--- src/rtl/riscv_ctrl_pkg.sv ---
// riscv_ctrl_pkg: shared opcodes, alu_op codes, fault codes and enums for the multicycle controller
package riscv_ctrl_pkg;
  localparam logic [6:0] OP_R = 7'b0110011;
  localparam logic [6:0] OP_I = 7'b0010011;
  localparam logic [6:0] OP_LD = 7'b0000011;
  localparam logic [6:0] OP_ST = 7'b0100011;
  localparam logic [6:0] OP_BR = 7'b1100011;
  localparam logic [2:0] ALU_ADD = 3'b010;
  localparam logic [2:0] ALU_SUB = 3'b110;
  localparam logic [2:0] ALU_AND = 3'b000;
  localparam logic [2:0] ALU_OR = 3'b001;
  localparam logic [1:0] FC_NONE = 2'b00;
  localparam logic [1:0] FC_ILLEGAL = 2'b01;
  localparam logic [1:0] FC_TIMEOUT = 2'b10;
  typedef enum logic [2:0] {S_IDLE, S_FETCH, S_DECODE, S_EXEC, S_MEM, S_WB, S_BRANCH, S_FAULT} state_t;
  typedef enum logic [2:0] {C_R, C_I, C_LD, C_ST, C_BR, C_BAD} iclass_t;
  function automatic iclass_t op_class(input logic [6:0] op);
    return op == OP_R ? C_R : op == OP_I ? C_I : op == OP_LD ? C_LD :
           op == OP_ST ? C_ST : op == OP_BR ? C_BR : C_BAD;
  endfunction
endpackage

--- src/rtl/multicycle_control_if.sv ---
// multicycle_control_if: request/ready handshake and access controls toward the shared memory
interface multicycle_control_if;
  logic mem_req;
  logic mem_ready;
  logic iord;
  logic memread;
  logic memwrite;
  modport master(output mem_req, iord, memread, memwrite, input mem_ready);
  modport slave(input mem_req, iord, memread, memwrite, output mem_ready);
endinterface

--- src/rtl/alu_op_decode.sv ---
// alu_op_decode: instruction class + funct fields -> alu_op and illegal-encoding flag
module alu_op_decode
  import riscv_ctrl_pkg::*;
(
  input  iclass_t    cls,
  input  logic [2:0] funct3,
  input  logic       funct7_5,
  output logic [2:0] alu_op,
  output logic       illegal
);
  logic alu_cls;
  always_comb begin
    alu_cls = cls == C_R || cls == C_I;
    alu_op = cls == C_BR ? ALU_SUB :
             !alu_cls ? ALU_ADD :
             funct3 == 3'b111 ? ALU_AND :
             funct3 == 3'b110 ? ALU_OR :
             (cls == C_R && funct7_5) ? ALU_SUB : ALU_ADD;
    illegal = cls == C_BAD ||
              (cls == C_BR && funct3[2:1] != 2'b00) ||
              (alu_cls && !(funct3 inside {3'b000, 3'b110, 3'b111})) ||
              (cls == C_R && funct7_5 && funct3 != 3'b000);
  end
endmodule

--- src/rtl/multicycle_control.sv ---
// multicycle_control: FETCH/DECODE/EXEC/MEM/WB sequencer with memory handshake, retire counter and fault detection
module multicycle_control
  import riscv_ctrl_pkg::*;
#(
  parameter int WAIT_LIMIT = 16,
  parameter int CNT_W = 32
) (
  input  logic             clock,
  input  logic             reset,
  input  logic [6:0]       opcode,
  input  logic [2:0]       funct3,
  input  logic             funct7_5,
  input  logic             zero,
  multicycle_control_if.master mem,
  output logic             ir_write,
  output logic             pc_write,
  output logic             pc_src,
  output logic             branch,
  output logic             MemtoReg,
  output logic             ALUsrc,
  output logic             regWrite,
  output logic [2:0]       alu_op,
  output logic             retire,
  output logic [CNT_W-1:0] retired_cnt,
  output logic             fault,
  output logic [1:0]       fault_code
);
  localparam int SW = $clog2(WAIT_LIMIT + 1);
  state_t state, next;
  iclass_t cls_q, dec_cls;
  logic [2:0] f3_q, dec_f3, dec_alu;
  logic f7_q, dec_f7, illegal, req, timeout;
  logic [SW-1:0] stall_q;
  // DECODE judges the live IR fields; later states reuse the latched copy
  assign dec_cls = state == S_DECODE ? op_class(opcode) : cls_q;
  assign dec_f3 = state == S_DECODE ? funct3 : f3_q;
  assign dec_f7 = state == S_DECODE ? funct7_5 : f7_q;
  assign req = state == S_FETCH || state == S_MEM;
  assign timeout = req && !mem.mem_ready && stall_q == SW'(WAIT_LIMIT - 1);
  alu_op_decode u_dec (
    .cls(dec_cls),
    .funct3(dec_f3),
    .funct7_5(dec_f7),
    .alu_op(dec_alu),
    .illegal(illegal)
  );
  always_ff @(posedge clock) begin
    if (reset) begin
      state <= S_IDLE;
      cls_q <= C_BAD;
      f3_q <= '0;
      f7_q <= 1'b0;
      stall_q <= '0;
      retired_cnt <= '0;
      fault_code <= FC_NONE;
    end else begin
      state <= next;
      if (state == S_DECODE) begin
        cls_q <= dec_cls;
        f3_q <= funct3;
        f7_q <= funct7_5;
      end
      stall_q <= (req && !mem.mem_ready) ? stall_q + 1'b1 : '0;
      if (retire) retired_cnt <= retired_cnt + 1'b1;
      if (next == S_FAULT && state != S_FAULT) fault_code <= timeout ? FC_TIMEOUT : FC_ILLEGAL;
    end
  end
  always_comb begin
    next = state;
    mem.mem_req = req;
    mem.iord = 1'b0;
    mem.memread = 1'b0;
    mem.memwrite = 1'b0;
    ir_write = 1'b0;
    pc_write = 1'b0;
    pc_src = 1'b0;
    branch = 1'b0;
    MemtoReg = 1'b0;
    ALUsrc = 1'b0;
    regWrite = 1'b0;
    alu_op = 3'b000;
    retire = 1'b0;
    fault = 1'b0;
    case (state)
      S_IDLE: next = S_FETCH;
      S_FETCH: begin
        mem.memread = 1'b1;
        ir_write = mem.mem_ready;
        next = mem.mem_ready ? S_DECODE : timeout ? S_FAULT : S_FETCH;
      end
      S_DECODE: next = illegal ? S_FAULT : dec_cls == C_BR ? S_BRANCH : S_EXEC;
      S_EXEC: begin
        ALUsrc = cls_q != C_R;
        alu_op = dec_alu;
        next = (cls_q == C_LD || cls_q == C_ST) ? S_MEM : S_WB;
      end
      S_MEM: begin
        mem.iord = 1'b1;
        ALUsrc = 1'b1;
        alu_op = dec_alu;
        mem.memread = cls_q == C_LD;
        mem.memwrite = cls_q == C_ST;
        pc_write = mem.mem_ready && cls_q == C_ST;
        retire = mem.mem_ready && cls_q == C_ST;
        next = mem.mem_ready ? (cls_q == C_ST ? S_FETCH : S_WB) : timeout ? S_FAULT : S_MEM;
      end
      S_WB: begin
        regWrite = 1'b1;
        MemtoReg = cls_q == C_LD;
        ALUsrc = cls_q != C_R;
        alu_op = dec_alu;
        pc_write = 1'b1;
        retire = 1'b1;
        next = S_FETCH;
      end
      S_BRANCH: begin
        branch = 1'b1;
        alu_op = ALU_SUB;
        pc_write = 1'b1;
        pc_src = f3_q[0] ? !zero : zero;
        retire = 1'b1;
        next = S_FETCH;
      end
      default: fault = 1'b1;
    endcase
  end
endmodule

--- src/flat_wrapper.sv ---
// flat-port wrapper written by rule: the top's interface ports become plain ports
module multicycle_control_flat import riscv_ctrl_pkg::*;
#(
  parameter int WAIT_LIMIT = 16,
  parameter int CNT_W = 32
)
  (clock, reset, opcode, funct3, funct7_5, zero, ir_write, pc_write, pc_src, branch, MemtoReg, ALUsrc, regWrite, alu_op, retire, retired_cnt, fault, fault_code, mem_mem_req, mem_iord, mem_memread, mem_memwrite, mem_mem_ready);
  multicycle_control_if mem_i ();
  input  logic clock;
  input  logic reset;
  input  logic [6:0] opcode;
  input  logic [2:0] funct3;
  input  logic funct7_5;
  input  logic zero;
  output logic ir_write;
  output logic pc_write;
  output logic pc_src;
  output logic branch;
  output logic MemtoReg;
  output logic ALUsrc;
  output logic regWrite;
  output logic [2:0] alu_op;
  output logic retire;
  output logic [CNT_W-1:0] retired_cnt;
  output logic fault;
  output logic [1:0] fault_code;
  output wire logic [$bits(mem_i.mem_req)-1:0] mem_mem_req;
  output wire logic [$bits(mem_i.iord)-1:0] mem_iord;
  output wire logic [$bits(mem_i.memread)-1:0] mem_memread;
  output wire logic [$bits(mem_i.memwrite)-1:0] mem_memwrite;
  input wire logic [$bits(mem_i.mem_ready)-1:0] mem_mem_ready;
  assign mem_mem_req = mem_i.mem_req;
  assign mem_iord = mem_i.iord;
  assign mem_memread = mem_i.memread;
  assign mem_memwrite = mem_i.memwrite;
  assign mem_i.mem_ready = mem_mem_ready;
  multicycle_control #(.WAIT_LIMIT(WAIT_LIMIT), .CNT_W(CNT_W)) u_core (.clock(clock), .reset(reset), .opcode(opcode), .funct3(funct3), .funct7_5(funct7_5), .zero(zero), .mem(mem_i), .ir_write(ir_write), .pc_write(pc_write), .pc_src(pc_src), .branch(branch), .MemtoReg(MemtoReg), .ALUsrc(ALUsrc), .regWrite(regWrite), .alu_op(alu_op), .retire(retire), .retired_cnt(retired_cnt), .fault(fault), .fault_code(fault_code));
endmodule
--- config.mk ---
export PLATFORM = sky130hd
export DESIGN_NAME = multicycle_control_flat
export DESIGN_NICKNAME = d
export VERILOG_FILES = /design/src/rtl/riscv_ctrl_pkg.sv /design/src/rtl/multicycle_control_if.sv /design/src/rtl/alu_op_decode.sv /design/src/rtl/multicycle_control.sv /design/src/flat_wrapper.sv
export SDC_FILE = /design/constraint.sdc
export NUM_CORES = 1
export LEC_CHECK = 0
export ABC_AREA = 1
export BUFFER_PORTS_ARGS = -buffer_cell sky130_fd_sc_hd__buf_2
export CAP_MARGIN = 10
export CORE_ASPECT_RATIO = 0.5
export CORE_MARGIN = 5
export CORE_UTILIZATION = 54
export DETAILED_ROUTE_END_ITERATION = 10
export HOLD_SLACK_MARGIN = 0.12
export PLACE_DENSITY = 0.8
export SLEW_MARGIN = 20
export SYNTH_ARGS = -nofsm -noshare
export SYNTH_HDL_FRONTEND = slang
export SYNTH_SLANG_ARGS = --single-unit
export TNS_END_PERCENT = 5
--- constraint.sdc ---
create_clock -name clock -period 2.4 [get_ports clock]
set_clock_uncertainty 0.2 [all_clocks]
set_input_delay 0.12 -clock clock [delete_from_list [all_inputs] [get_ports clock]]
set_output_delay 0.12 -clock clock [all_outputs]
set_load 0.03 [all_outputs]
==> results by group, run 1 <==
Outcome
  • Outcome: finished clean

Synth
  • Asr flop ratio synth: 0
  • Mapped Avg Cell Area: between 6 and 7 sq um
  • Number of synthesized register bits: between 40 and 50
  • Post-synth top area share: 0.3467
  • Synth warn: 0
  • Register area share after synthesis: 0.3467
  • Top post-synthesis cells by area: dfxtp_1, nand2_1, nor2_1, a21oi_1, inv_1
  • Ys flop type: dfxtp_1
  • Synthesized area: between 2000 and 3000 sq um
  • Syn Nets: ~460
  • Synth area leader: dfxtp_1
  • Yosys cell types: 34
  • Syn Inst Count: 437
  • Post-synth EDFFs: 0

Clocking
  • Worst-Skew Late Latency: about 0.30 ns
  • Clock Tree Root: clkbuf_8
  • Clock transition at path regs: approximately 0.090 ns
  • Clock tree sinks: 49
  • CTS tree: done
  • CTS Buf Count: 5
  • H-tree levels: 2
  • Longest Clk Path Bufs: 2

Min path
  • Worst Hold Class: flop to flop
  • Hold_sp: u_core.stall_q[0]

Detailed routing
  • Per-cell routed wire length: around 12 microns
  • DRT iter0 DRCs: roughly 220
  • Top Metal Used: met4
  • M1 WL: ~3400 microns
  • Post-route ant nets: 0
  • Via count: between 2000 and 3000
  • Vias/cell: around 5
  • WL met3: between 300 and 400 microns
  • WL met2: about 3200 microns
  • Initial DRT Pass Iterations: 5
  • Total wire length: roughly 7000 microns
  • DRC: 0

Final layout
  • Area Growth Syn to Fin: 23.31%
  • Final #Nets: 537
  • Total area of sequential cells: 984.7 sq um
  • Area of the multi-input gates: 1640 sq um
  • Fill cell count: 472
  • Share of post-route cells with drive strength above 1: 0.1942
  • ANT cells: 0

Placement
  • Port buffer count: 64
  • Dpl ws: roughly 0.15 ns
  • Dpl hpwl: ~5300 microns
  • RD Place Congestion: around 0.91

STA
  • Fin crit share: 0.9437
  • Final WS setup: roughly 0.14 ns
  • Final min period: 2.265 ns
  • Worst-Margin Slew: 0.4176 ns
  • Max Slew Vio Count: 0
  • Achievable Freq: 441.5 MHz
  • Final Hold Violating Endpoints: 0
  • Slew margin rel.: 0.7194
  • Final setup vio count: 0

Global routing
  • GRT Total Usage: 0.2067
  • First-pass GRT wire length: 11620 microns
  • Vias in the first global route: roughly 2600
  • Largest net degree at the start of global routing: 29
  • Grt total ovfl: 0
  • Initial antenna violation count: 0

Power and ir drop
  • Power Total: approximately 1700 uW
  • PwrDens: roughly 480 nW/um^2
  • Worst VDD drop: 250.3 uV
  • Static Leak: between 0.0015 and 0.002 uW

Worst setup path
  • Delay-heaviest family, CP: buffers and inverters
  • Crit path DAT: 1.94 ns
  • Crit path kind: flop to output pin
  • CP Max Fanout: 7
  • Crit path cell chain: inv_2, nand3_4, buf_4, nand2_1, nand2_1, nor2_2, buf_4, inv_1, nor3_1, buf_2
  • Crit-path slowest cell: dfxtp_4
  • Worst path max stage delay: ~0.38 ns
  • Worst r2r src: u_core.retired_cnt[0]
  • CP startpoint: u_core.state[2]
  • Crit path buffers/inverters: 5
  • Critical path endpoint category: output pin
  • Startpoint Class: flop
  • CP required: around 2.1 ns

Floorplanning
  • Die W: around 110 microns
  • Number of core rows: 18
  • Chip Height: 61.18 microns
  • Ports: 65
  • Core area: 5000 sq um
  • DIE AREA: a little under 7000 sq um
  • Initial Utilization: 0.5658

Flow run
  • Max_cap viols: 0
## placed cells by master (no fill, tap or decap), drive strengths merged
master / synthesis / layout
mux2i: 1 / 1
clkinvlp: 0 / 1
inv: 48 / 48
buf: 2 / 71
o21bai: 1 / 1
nor4: 5 / 5
nor3b: 2 / 2
clkinv: 1 / 3
ha: 3 / 3
xor2: 13 / 13
o21a: 2 / 2
nand3b: 1 / 1
o21ai: 17 / 17
nand4: 7 / 7
xnor2: 6 / 6
dlygate4sd3: 0 / 13
a21oi: 37 / 37
clkbuf: 7 / 5
nor2: 63 / 63
a41oi: 1 / 1
nand2: 132 / 132
dfxtp: 49 / 49
a211oi: 2 / 2
a31oi: 1 / 1
nor3: 14 / 14
nand3: 22 / 22
## per-layer routing
layer	vias to the layer above	global-route usage
met5	-	0
met4	0	0.03938
met3	4	0.04024
met2	98	0.3743
met1	1289	0.2667
li1	1566	-
## cell type report
cell class / count / share of cell area
Clock buffer: 5 / 0.01973
Clock inverter: 3 / 0.005022
Inverter: 49 / 0.05273
Multi-Input combinational cell: 330 / 0.4702
Sequential cell: 49 / 0.2823
Tap cell: 70 / 0.02511
Timing Repair Buffer: 84 / 0.1449
## registers in the layout, summed over array words and instances, names as in the netlist
signal,count
u_core.fault_code,2
u_core.f3_q,3
u_core.retired_cnt,32
u_core.cls_q,3
u_core.f7_q,1
u_core.stall_q,5
u_core.state,3
## worst reg2reg max path: stages, from the launching register on
cell	delay [ns]
dfxtp_1	0.38
ha_1	0.29
inv_1	0.12
nor3_1	0.35
nand2_1	0.12
nor4_1	0.25
xor2_1	0.19
nand2_1	0.07
a21oi_1	0.11
## logic make-up (layout without fill, tap and decap cells)
logic type / after synthesis / count (layout) / synth area share
simple gates: 246 / 246 / 0.3826
compound gates: 61 / 61 / 0.1154
buf+inv: 58 / 141 / 0.07961
flops: 49 / 49 / 0.3467
xor+xnor: 19 / 19 / 0.05882
fa+ha+maj: 3 / 3 / 0.01327
mux: 1 / 1 / 0.003538
## Yosys cell counts, types with 5 or more instances
library cell,count
clkbuf_1,7
inv_1,44
nand4_1,7
nand3_1,20
a21oi_1,37
xor2_1,13
xnor2_1,6
nor3_1,13
nor4_1,5
o21ai_0,14
nor2_1,59
nand2_1,128
dfxtp_1,49
## where the power goes
part	switching (uW)	internal [uW]	leakage (uW)
logic	227	115	0.00110
clock network	277	202	0.0000439
registers	21.8	834	0.000396
## final timing paths
| kind | end | slack [ns] | cells past startpoint |
|---|---|---|---|
| min reg2reg | u_core.stall_q[0] | 0.26 | 1 |
| max | alu_op[0] | 0.14 | 10 |
| min | u_core.stall_q[0] | 0.26 | 1 |
| max reg2reg | u_core.retired_cnt[24] | 0.27 | 8 |
## metrics by stage
stage	cell area, sq um	hold slack [ns]	TNS, ns	cells	utilization
6_report	3488	0.2555	0	590	0.6977
2_1_floorplan	2829	0.08521	0	437	-
4_1_cts	3466	0.2621	0	589	0.6932
3_3_place_gp	3241	0.2057	0	568	0.6481
3_5_place_dp	3241	0.2100	0	568	0.6481
5_1_grt	3488	0.2765	-0.01568	590	0.6977
## repair_timing
action | 4_1_cts | 5_1_grt
pin swaps | 0 | 1
hold buffers | 13 | 0
setup endpoints to repair | 2 | 3
buffers inserted | 0 | 1
resized for setup | 3 | 7
hold endpoints to repair | 35 | 0
No activity file was read; power rests on OpenSTA's default activity.
==> run 2, diff against run 1 <==
--- a/config.mk
+++ b/config.mk
@@ -9,7 +9,7 @@
 export BUFFER_PORTS_ARGS = -buffer_cell sky130_fd_sc_hd__buf_2
 export CAP_MARGIN = 10
 export CORE_ASPECT_RATIO = 0.5
-export CORE_MARGIN = 5
+export CORE_MARGIN = 2
 export CORE_UTILIZATION = 54
 export DETAILED_ROUTE_END_ITERATION = 10
 export HOLD_SLACK_MARGIN = 0.12
==> results by group, run 2 (synthesis results as in run 1) <==
Worst setup path
  • Crit path DAT: 1.93 ns (about the same)
  • CP required: 2.08 ns (about the same)
  • Critical path endpoint category: output pin
  • Startpoint Class: flop
  • CP Max Fanout: 7 (unchanged)
  • Crit path kind: flop to output pin

Detailed routing
  • Total wire length: 7199 microns (+3.5%)
  • DRT iter0 DRCs: 108 (-52%)
  • DRC: 0 (unchanged)
  • Via count: 2998 (+1.4%)
  • Per-cell routed wire length: 12.20 microns (+3.5%)
  • Vias/cell: 5.081 (+1.4%)
  • Initial DRT Pass Iterations: 4 (-1)
  • Post-route ant nets: 0 (unchanged)

Clocking
  • Clock Tree Root: clkbuf_8
  • Setup bufs post-CTS: 0 (unchanged)
  • Clock tree sinks: 49 (unchanged)
  • CTS tree: done
  • Clock transition at path regs: 0.09 ns (about the same)
  • Worst-Skew Late Latency: 0.30 ns (about the same)
  • H-tree levels: 2 (unchanged)
  • Longest Clk Path Bufs: 2 (unchanged)
  • CTS Buf Count: 5 (unchanged)

Power and ir drop
  • Worst VDD drop: 411.8 uV (+65%)
  • PwrDens: 517.6 nW/um^2 (+7.6%)
  • Static Leak: 0.001550 uW (+0.83%)

Floorplanning
  • Core area: 4977 sq um (-0.45%)
  • Die W: 106.4 microns (-5.3%)
  • Ports: 65 (unchanged)
  • Chip Height: 55.18 microns (-9.8%)
  • DIE AREA: 5869 sq um (-15%)
  • Number of core rows: 18 (unchanged)
  • Initial Utilization: 0.5684 (+0.002560)

Final layout
  • Commonest non-fill, non-tap cell in the layout: nand2_1
  • Final #Nets: 537 (unchanged)
  • ANT cells: 0 (unchanged)
  • Most flops, register: u_core.retired_cnt
  • Commonest cells after routing, fill and taps aside: nand2_1, buf_2, nor2_1, dfxtp_1, inv_1
  • Share of post-route cells with drive strength above 1: 0.1962 (+0.001923)
  • Largest registers: u_core.retired_cnt: 32 flops, u_core.stall_q: 5 flops
  • Area Growth Syn to Fin: 24.59%
  • Final Instance Area: 3525 sq um (+1.0%)
  • Max reg flops: 32 (unchanged)

STA
  • Worst-Margin Slew: 0.5104 ns (+0.09277 ns)
  • Final setup vio count: 0 (unchanged)
  • Final min period: 2.248 ns (-0.01636 ns)
  • Final Hold Violating Endpoints: 0 (unchanged)
  • Slew margin rel.: 0.6594 (-0.06008)
  • Worst hold slack: 0.2543 ns (-0.001252 ns)
  • Setup TNS: 0 ns (unchanged)
  • Achievable Freq: 444.8 MHz (+0.73%)
  • Max Slew Vio Count: 0 (unchanged)
  • Fin crit share: 0.9368 (-0.006818)
  • Final WS setup: 0.1516 ns (+0.01636 ns)

Global routing
  • GRT Total Usage: 0.2472 (+0.04049)
  • Vias in the first global route: 2517 (-3.4%)
  • First-pass GRT wire length: 11290 microns (-2.8%)
  • Grt total ovfl: 0 (unchanged)
  • Largest net degree at the start of global routing: 29 (unchanged)
  • Initial antenna violation count: 0 (unchanged)

Placement
  • Post-DP Area: 3226 sq um (-0.46%)
  • Dpl ws: 0.3335 ns (+0.1806 ns)
  • Dpl hpwl: 5090 microns (-3.6%)
  • Port buffer count: 64 (unchanged)
  • RD Place Congestion: 0.9041 (-0.96%)

Outcome
  • Outcome: finished clean

Min path
  • Worst Hold Class: flop to flop

Flow run
  • Max_cap viols: 0 (unchanged)
[run 2: final cells by class]
type	count	area, sq um
clock buffers	6	82.58
clock inverters	2	37.54
fillers	451	1453
inverters	49	183.9
multi-input cells	330	1635
flip-flops and latches	49	985.9
well taps	70	87.58
repair buffers	84	511.7
[run 2: report_power, final]
part	switching, uW	total (uW)	internal (uW)	leakage (uW)
Clock	284	623	339	0.0000574
Combinational	230	344	114	0.00110
Sequential	21.8	857	835	0.000396
[run 2: path summary, 6_finish.rpt]
check                           end  slack (ns)  cells after the start                  start
max                       alu_op[2]        0.15                     11        u_core.state[2]
min            u_core.fault_code[0]        0.25                      2   u_core.fault_code[0]
max reg2reg  u_core.retired_cnt[24]        0.30                      8  u_core.retired_cnt[0]
min reg2reg    u_core.fault_code[0]        0.25                      2   u_core.fault_code[0]
[run 2: routing by layer]
| metal | track usage | up-vias | part of all wire |
|---|---|---|---|
| met5 | 0 | - | 0 |
| met4 | 0.04386 | 0 | 0.0050 |
| met3 | 0.04450 | 6 | 0.050 |
| met2 | 0.4562 | 91 | 0.46 |
| met1 | 0.3168 | 1339 | 0.49 |
| li1 | - | 1562 | - |
[run 2: critical path, cell delays in order, from the launching register on]
cell     delay [ns]
dfxtp_4        0.38
inv_2          0.09
nand3_2        0.13
buf_6          0.16
nand2_1        0.09
nand2_1        0.07
nor2_2         0.14
nand3_1        0.10
o21ai_1        0.13
inv_1          0.05
o21ai_1        0.11
buf_4          0.17
[run 2: through the flow]
step / power [uW] / std cells / util
after global placement: 1173 / 566 / 0.6481
after detailed placement: 1178 / 566 / 0.6481
final: 1824 / 590 / 0.7081
after floorplan: 1096 / 437 / -
after global routing: 1906 / 590 / 0.7081
after CTS: 1812 / 589 / 0.7024
[run 2: timing repair]
item,CTS,global route
setup endpoints to repair,0,2
endpoints found under the hold margin,27,0
gates resized for setup,0,13
hold buffers,15,0
